$ cat src/rtl/vram_arbiter_if.sv
// Bus bundle for vram_arbiter: scan-out read port, host write port, RAM port and stall statistic.
// The slave modport is the arbiter's view; the master modport is the surrounding logic's view.
interface vram_arbiter_if #(
  parameter int AW = 17,
  parameter int DW = 8
);
  logic          ce_pix;
  logic          vid_rd_en;
  logic [AW-1:0] vid_addr;
  logic [DW-1:0] vid_data;
  logic          vid_valid;
  logic          wr_valid;
  logic [AW-1:0] wr_addr;
  logic [DW-1:0] wr_data;
  logic          wr_ready;
  logic [AW-1:0] ram_addr;
  logic          ram_we;
  logic [DW-1:0] ram_wdata;
  logic [DW-1:0] ram_rdata;
  logic [15:0]   stall_cnt;

  modport slave (
    input  ce_pix, vid_rd_en, vid_addr, wr_valid, wr_addr, wr_data, ram_rdata,
    output vid_data, vid_valid, wr_ready, ram_addr, ram_we, ram_wdata, stall_cnt
  );

  modport master (
    output ce_pix, vid_rd_en, vid_addr, wr_valid, wr_addr, wr_data, ram_rdata,
    input  vid_data, vid_valid, wr_ready, ram_addr, ram_we, ram_wdata, stall_cnt
  );
endinterface

$ cat src/rtl/vram_arbiter.sv
// Time-slot arbiter sharing a single-port video RAM between scan-out reads and FIFO-buffered host writes.
// Define VRAM_ARB_STATS_EN to enable the saturating host back-pressure counter on stall_cnt.
module vram_arbiter #(
  parameter int AW         = 17,
  parameter int DW         = 8,
  parameter int FIFO_DEPTH = 4
) (
  input logic           clk,
  input logic           reset,
  vram_arbiter_if.slave bus
);
  localparam int PW = $clog2(FIFO_DEPTH);

  typedef enum logic [1:0] {SLOT_IDLE, SLOT_VIDEO, SLOT_WRITE} slot_e;

  slot_e         slot;
  logic [AW-1:0] fifo_addr_q [FIFO_DEPTH];
  logic [AW-1:0] fifo_addr_d [FIFO_DEPTH];
  logic [DW-1:0] fifo_data_q [FIFO_DEPTH];
  logic [DW-1:0] fifo_data_d [FIFO_DEPTH];
  logic [PW:0]   wr_ptr_q, wr_ptr_d;
  logic [PW:0]   rd_ptr_q, rd_ptr_d;
  logic          full, empty, push, pop, wr_ready;
  logic [AW-1:0] ram_addr_q, ram_addr_d;
  logic          ram_we_q, ram_we_d;
  logic [DW-1:0] ram_wdata_q, ram_wdata_d;
  logic [1:0]    rd_pipe_q, rd_pipe_d;
  logic [DW-1:0] vid_data_q, vid_data_d;
  logic          vid_valid_q, vid_valid_d;

  // Readiness comes only from registered occupancy: a full FIFO never accepts, even while popping.
  assign empty    = (wr_ptr_q == rd_ptr_q);
  assign full     = (wr_ptr_q[PW] != rd_ptr_q[PW]) && (wr_ptr_q[PW-1:0] == rd_ptr_q[PW-1:0]);
  assign wr_ready = !full && !reset;
  assign push     = bus.wr_valid && wr_ready;
  assign pop      = (slot == SLOT_WRITE);

  always_comb begin
    slot = SLOT_IDLE;
    if (bus.ce_pix && bus.vid_rd_en) begin
      slot = SLOT_VIDEO;
    end else if (!empty) begin
      slot = SLOT_WRITE;
    end
  end

  always_comb begin
    fifo_addr_d = fifo_addr_q;
    fifo_data_d = fifo_data_q;
    wr_ptr_d    = wr_ptr_q;
    rd_ptr_d    = rd_ptr_q;
    ram_addr_d  = ram_addr_q;
    ram_wdata_d = ram_wdata_q;
    ram_we_d    = 1'b0;
    if (push) begin
      fifo_addr_d[wr_ptr_q[PW-1:0]] = bus.wr_addr;
      fifo_data_d[wr_ptr_q[PW-1:0]] = bus.wr_data;
      wr_ptr_d = wr_ptr_q + (PW+1)'(1);
    end
    if (pop) begin
      rd_ptr_d = rd_ptr_q + (PW+1)'(1);
    end
    case (slot)
      SLOT_VIDEO: ram_addr_d = bus.vid_addr;
      SLOT_WRITE: begin
        ram_addr_d  = fifo_addr_q[rd_ptr_q[PW-1:0]];
        ram_wdata_d = fifo_data_q[rd_ptr_q[PW-1:0]];
        ram_we_d    = 1'b1;
      end
      default: ;
    endcase
  end

  // A video slot mark reaches stage 2 in the cycle the RAM is driving its read data.
  always_comb begin
    rd_pipe_d   = {rd_pipe_q[0], (slot == SLOT_VIDEO)};
    vid_valid_d = rd_pipe_q[1];
    vid_data_d  = rd_pipe_q[1] ? bus.ram_rdata : vid_data_q;
  end

  always_ff @(posedge clk) begin
    if (reset) begin
      wr_ptr_q    <= '0;
      rd_ptr_q    <= '0;
      ram_addr_q  <= '0;
      ram_we_q    <= 1'b0;
      ram_wdata_q <= '0;
      rd_pipe_q   <= '0;
      vid_data_q  <= '0;
      vid_valid_q <= 1'b0;
    end else begin
      wr_ptr_q    <= wr_ptr_d;
      rd_ptr_q    <= rd_ptr_d;
      ram_addr_q  <= ram_addr_d;
      ram_we_q    <= ram_we_d;
      ram_wdata_q <= ram_wdata_d;
      rd_pipe_q   <= rd_pipe_d;
      vid_data_q  <= vid_data_d;
      vid_valid_q <= vid_valid_d;
    end
  end

  always_ff @(posedge clk) begin
    fifo_addr_q <= fifo_addr_d;
    fifo_data_q <= fifo_data_d;
  end

  assign bus.wr_ready  = wr_ready;
  assign bus.ram_addr  = ram_addr_q;
  assign bus.ram_we    = ram_we_q;
  assign bus.ram_wdata = ram_wdata_q;
  assign bus.vid_data  = vid_data_q;
  assign bus.vid_valid = vid_valid_q;

`ifdef VRAM_ARB_STATS_EN
  logic [15:0] stall_cnt_q, stall_cnt_d;

  always_comb begin
    stall_cnt_d = stall_cnt_q;
    if (bus.wr_valid && !wr_ready && (stall_cnt_q != 16'hFFFF)) begin
      stall_cnt_d = stall_cnt_q + 16'd1;
    end
  end

  always_ff @(posedge clk) begin
    if (reset) begin
      stall_cnt_q <= '0;
    end else begin
      stall_cnt_q <= stall_cnt_d;
    end
  end

  assign bus.stall_cnt = stall_cnt_q;
`else
  assign bus.stall_cnt = 16'h0000;
`endif
endmodule

$ cat src/flat_wrapper.sv
// flat-port wrapper written by rule: the top's interface ports become plain ports
module vram_arbiter_flat 
#(
  parameter int AW         = 17,
  parameter int DW         = 8,
  parameter int FIFO_DEPTH = 4
)
  (clk, reset, bus_ce_pix, bus_vid_rd_en, bus_vid_addr, bus_wr_valid, bus_wr_addr, bus_wr_data, bus_ram_rdata, bus_vid_data, bus_vid_valid, bus_wr_ready, bus_ram_addr, bus_ram_we, bus_ram_wdata, bus_stall_cnt);
  vram_arbiter_if #(.AW(AW), .DW(DW)) bus_i ();
  input logic clk;
  input logic reset;
  input wire logic [$bits(bus_i.ce_pix)-1:0] bus_ce_pix;
  input wire logic [$bits(bus_i.vid_rd_en)-1:0] bus_vid_rd_en;
  input wire logic [$bits(bus_i.vid_addr)-1:0] bus_vid_addr;
  input wire logic [$bits(bus_i.wr_valid)-1:0] bus_wr_valid;
  input wire logic [$bits(bus_i.wr_addr)-1:0] bus_wr_addr;
  input wire logic [$bits(bus_i.wr_data)-1:0] bus_wr_data;
  input wire logic [$bits(bus_i.ram_rdata)-1:0] bus_ram_rdata;
  output wire logic [$bits(bus_i.vid_data)-1:0] bus_vid_data;
  output wire logic [$bits(bus_i.vid_valid)-1:0] bus_vid_valid;
  output wire logic [$bits(bus_i.wr_ready)-1:0] bus_wr_ready;
  output wire logic [$bits(bus_i.ram_addr)-1:0] bus_ram_addr;
  output wire logic [$bits(bus_i.ram_we)-1:0] bus_ram_we;
  output wire logic [$bits(bus_i.ram_wdata)-1:0] bus_ram_wdata;
  output wire logic [$bits(bus_i.stall_cnt)-1:0] bus_stall_cnt;
  assign bus_i.ce_pix = bus_ce_pix;
  assign bus_i.vid_rd_en = bus_vid_rd_en;
  assign bus_i.vid_addr = bus_vid_addr;
  assign bus_i.wr_valid = bus_wr_valid;
  assign bus_i.wr_addr = bus_wr_addr;
  assign bus_i.wr_data = bus_wr_data;
  assign bus_i.ram_rdata = bus_ram_rdata;
  assign bus_vid_data = bus_i.vid_data;
  assign bus_vid_valid = bus_i.vid_valid;
  assign bus_wr_ready = bus_i.wr_ready;
  assign bus_ram_addr = bus_i.ram_addr;
  assign bus_ram_we = bus_i.ram_we;
  assign bus_ram_wdata = bus_i.ram_wdata;
  assign bus_stall_cnt = bus_i.stall_cnt;
  vram_arbiter #(.AW(AW), .DW(DW), .FIFO_DEPTH(FIFO_DEPTH)) u_core (.clk(clk), .reset(reset), .bus(bus_i));
endmodule
$ cat config.mk
export PLATFORM = sky130hd
export DESIGN_NAME = vram_arbiter_flat
export DESIGN_NICKNAME = d
export VERILOG_FILES = /design/src/rtl/vram_arbiter_if.sv /design/src/rtl/vram_arbiter.sv /design/src/flat_wrapper.sv
export SDC_FILE = /design/constraint.sdc
export NUM_CORES = 1
export LEC_CHECK = 0
export BUFFER_PORTS_ARGS = -buffer_cell sky130_fd_sc_hd__buf_2
export CORE_MARGIN = 3
export CORE_UTILIZATION = 59
export CTS_BUF_LIST = sky130_fd_sc_hd__clkbuf_16
export DETAILED_ROUTE_END_ITERATION = 6
export PLACE_DENSITY = 0.84
export SKIP_LAST_GASP = 1
export SYNTH_ARGS = -nofsm -noshare
export SYNTH_HDL_FRONTEND = slang
export SYNTH_SLANG_ARGS = --single-unit
$ cat constraint.sdc
create_clock -name clk -period 4.42 [get_ports clk]
set_clock_uncertainty 0.2 [all_clocks]
set_input_delay 0.442 -clock clk [delete_from_list [all_inputs] [get_ports clk]]
set_output_delay 0.442 -clock clk [all_outputs]
set_load 0.02 [all_outputs]
==> results.toml <==
[run_status]
status = "completed"

[placement]
io_buffers = 90
place_worst_setup_slack_ns = 1.240
dpl.hpwl_um = 8058
dp.cells = 571
finalWeightedCongestion = 0.8029

[grt]
grt_pass1_wl_um = 19620
grt_max_degree = 41
gr-total-overflow = 0
use_met2_pct = 33.24
grt_pass1_vias = 3502
antenna_found_initial = 0
globalRouteMet3Util_pct = 9.308
track_usage_pct = 23.89
grtUsageMet1_pct = 33.89
gr-max-usage-layer = "met1"

[worst_setup_path]
cp_max_fo = 25
critical_path_required_ns = 4.24
cp.arrival_ns = 2.82
crit_type = "reg -> reg"
crit_path_end_kind = "flip-flop"
crit_path_start_kind = "flip-flop"

[cts]
cts_inserted_buffers = 17
cts_sinks = 143
cts.repair.resized = 0
cts_tree = "yes"
cts_max_level = 4
cts_setup_buffers = 0
cts.path.max_buffers = 2
clkLatencyLatePin_ns = 0.41
hold_buffers = 0
cts_root_buffer = "clkbuf_16"
clkTransAtPathRegs_ns = 0.06

[timing]
fmax_ghz = 0.3328
rsz0062_at_grt = "false"
tightest_slew_ns = 1.361
relSlewSlack_pct = 9.270
setup_slack_ns = 1.416
drv_slew = 0
setup_viol = 0
finalHoldViolations = 0
period_share_pct = 67.97
setup-tns-final_ns = 0
period_minus_slack_ns = 3.004

[logic_synthesis]
synth_area_leaders = "edfxtp_1 52%, dfxtp_1 15%, mux4_2 9.7%"
syn-cell-area_um2 = 5827
synth-seq-area-share_pct = 66.31
yosysUniqueCellTypes = 32
syn-mean-instance-area_um2 = 15.58
synth_top_area_share_pct = 51.54
synth_seq_cells = 143
postSynthCellCount = 374
yosysTopAreaCell = "edfxtp_1"
yosysWarnings = 0

[cells_and_area]
antennaDiodeCount = 0
nets = 521
nFillCells = 578
areaGrowthSynthToFinish_pct = 17.67
drive_gt1_share_pct = 34.39
instances_no_fill = 603

[route]
firstDrtPassIters = 5
drc = 0
wl_per_cell_um = 21.04
antenna_left = 0
vias = 3641
drt_iter0_markers = 389
drt-total-wl_um = 12690
avgViaCountPerCell = 6.038

[pwr]
p_leak_nw = 2.574
p_per_area_nw_per_um2 = 597.3
max-vdd-ir-drop_mv = 0.3582

[floorplanning]
die-area_um2 = 11100
io_pins = 107
core_area_um2 = 9415
die_width_um = 105.4
rows = 35
initial_core_util_pct = 61.89
fp.dieH_um = 105.4

[hold_path]
hold_path.class = "in -> reg"

[job]
drv_cap = 0
final timing paths:
check / cells past startpoint / startpoint / slack, ns / endpoint
max reg2reg: 4 / u_core.wr_ptr_q[1] / 1.42 / u_core.fifo_addr_q[36]
max: 4 / u_core.wr_ptr_q[1] / 1.42 / u_core.fifo_addr_q[36]
min: 1 / bus_wr_data[5] / 0.05 / u_core.fifo_data_q[29]
min reg2reg: 1 / u_core.rd_pipe_q[0] / 0.24 / u_core.rd_pipe_q[1]
cell usage after synthesis:
library cell / number
clkbuf_1: 12
o31ai_4: 1
inv_1: 5
a311oi_1: 17
o311ai_1: 1
mux4_2: 25
buf_6: 5
conb_1: 1
nor2b_1: 4
nor3_1: 1
buf_4: 18
o31ai_1: 18
and3_1: 4
mux2i_1: 18
xnor2_1: 3
buf_2: 9
o31a_1: 2
ha_1: 5
nor4bb_1: 1
edfxtp_1: 100
o211ai_1: 1
nand3_1: 1
buf_12: 1
xor2_2: 2
nor2_1: 30
xor2_1: 1
a31oi_1: 1
dfxtp_1: 43
a211o_1: 2
nand2_1: 21
nand4_1: 19
mux2_2: 2
registers in the layout (all words and copies together) (netlist names):
register              count
u_core.fifo_addr_q       68
u_core.fifo_data_q       32
u_core.bus.ram_addr      17
u_core.bus.ram_wdata      8
u_core.bus.vid_data       8
u_core.rd_ptr_q           3
u_core.wr_ptr_q           3
u_core.rd_pipe_q          2
u_core.bus.ram_we         1
u_core.bus.vid_valid      1
layout make-up:
class | count | area (µm²) | area share, %
repair buffers | 98 | 510.5 | 7.445
inverters | 5 | 18.77 | 0.2737
flip-flops and latches | 143 | 3865 | 56.37
clock inverters | 15 | 146.4 | 2.135
well taps | 129 | 161.4 | 2.354
multi-input cells | 196 | 1729 | 25.22
clock buffers | 17 | 425.4 | 6.204
power breakdown:
part | internal (mW) | switching, mW
clock network | 0.827 | 0.547
logic | 0.432 | 0.635
registers | 1.57 | 0.0826
cells in the final DEF, fill, tap and decap left out, types with 3 or more instances in the layout:
master / netlist / routed
edfxtp_1: 100 / 100
buf_2: 9 / 90
dfxtp_1: 43 / 42
nor2_1: 30 / 30
mux4_2: 25 / 25
nand2_1: 21 / 21
nand4_1: 19 / 19
mux2i_1: 18 / 18
o31ai_1: 18 / 18
a311oi_1: 17 / 17
clkbuf_16: 0 / 17
conb_1: 1 / 16
buf_4: 18 / 8
inv_1: 5 / 6
ha_1: 5 / 5
and3_1: 4 / 4
nor2b_1: 4 / 4
clkinv_2: 0 / 4
xor2_2: 2 / 3
xnor2_2: 0 / 3
clkinv_4: 0 / 3
cell families (layout without fill, tap and decap cells):
kind of cell             after synthesis  after routing  share of synthesized area, %
flip-flops                           143            143                         66.31
AND/OR/NAND/NOR                       81             81                         6.528
buffers and inverters                 50            135                         5.497
multiplexers                          45             45                         13.14
AO/OA/AOI/OAI                         43             43                         6.227
XOR/XNOR                               6              6                         1.160
adder cells (fa/ha/maj)                5              5                         1.074
other                                  1             16                       0.06436
through the flow:
step           power (mW)  utilization [%]  hold WS [ns]  instance area (µm²)
4_1_cts             4.104            72.82       0.02942                 6857
2_1_floorplan       2.498                -        0.2138                 5883
5_1_grt             4.258            72.82       0.04238                 6857
6_report            4.095            72.82       0.04890                 6857
3_3_place_gp        2.696            66.75        0.2203                 6285
3_5_place_dp        2.727            66.75        0.2278                 6285
layer usage:
layer	vias up	routed length, µm	part of all wire, %
met3	33	1429	11
met4	0	312	2.5
met5	-	0	0
met1	1765	5260	41
met2	245	5688	45
li1	1598	-	-
critical path, cell delays in order, from the launching register on:
cell and delay [ns]:
dfxtp_1 0.53, xor2_2 0.16, buf_4 0.28, o31a_1 0.31, and3_1 1.10
Note: power is estimated with default switching activity, not from simulation.
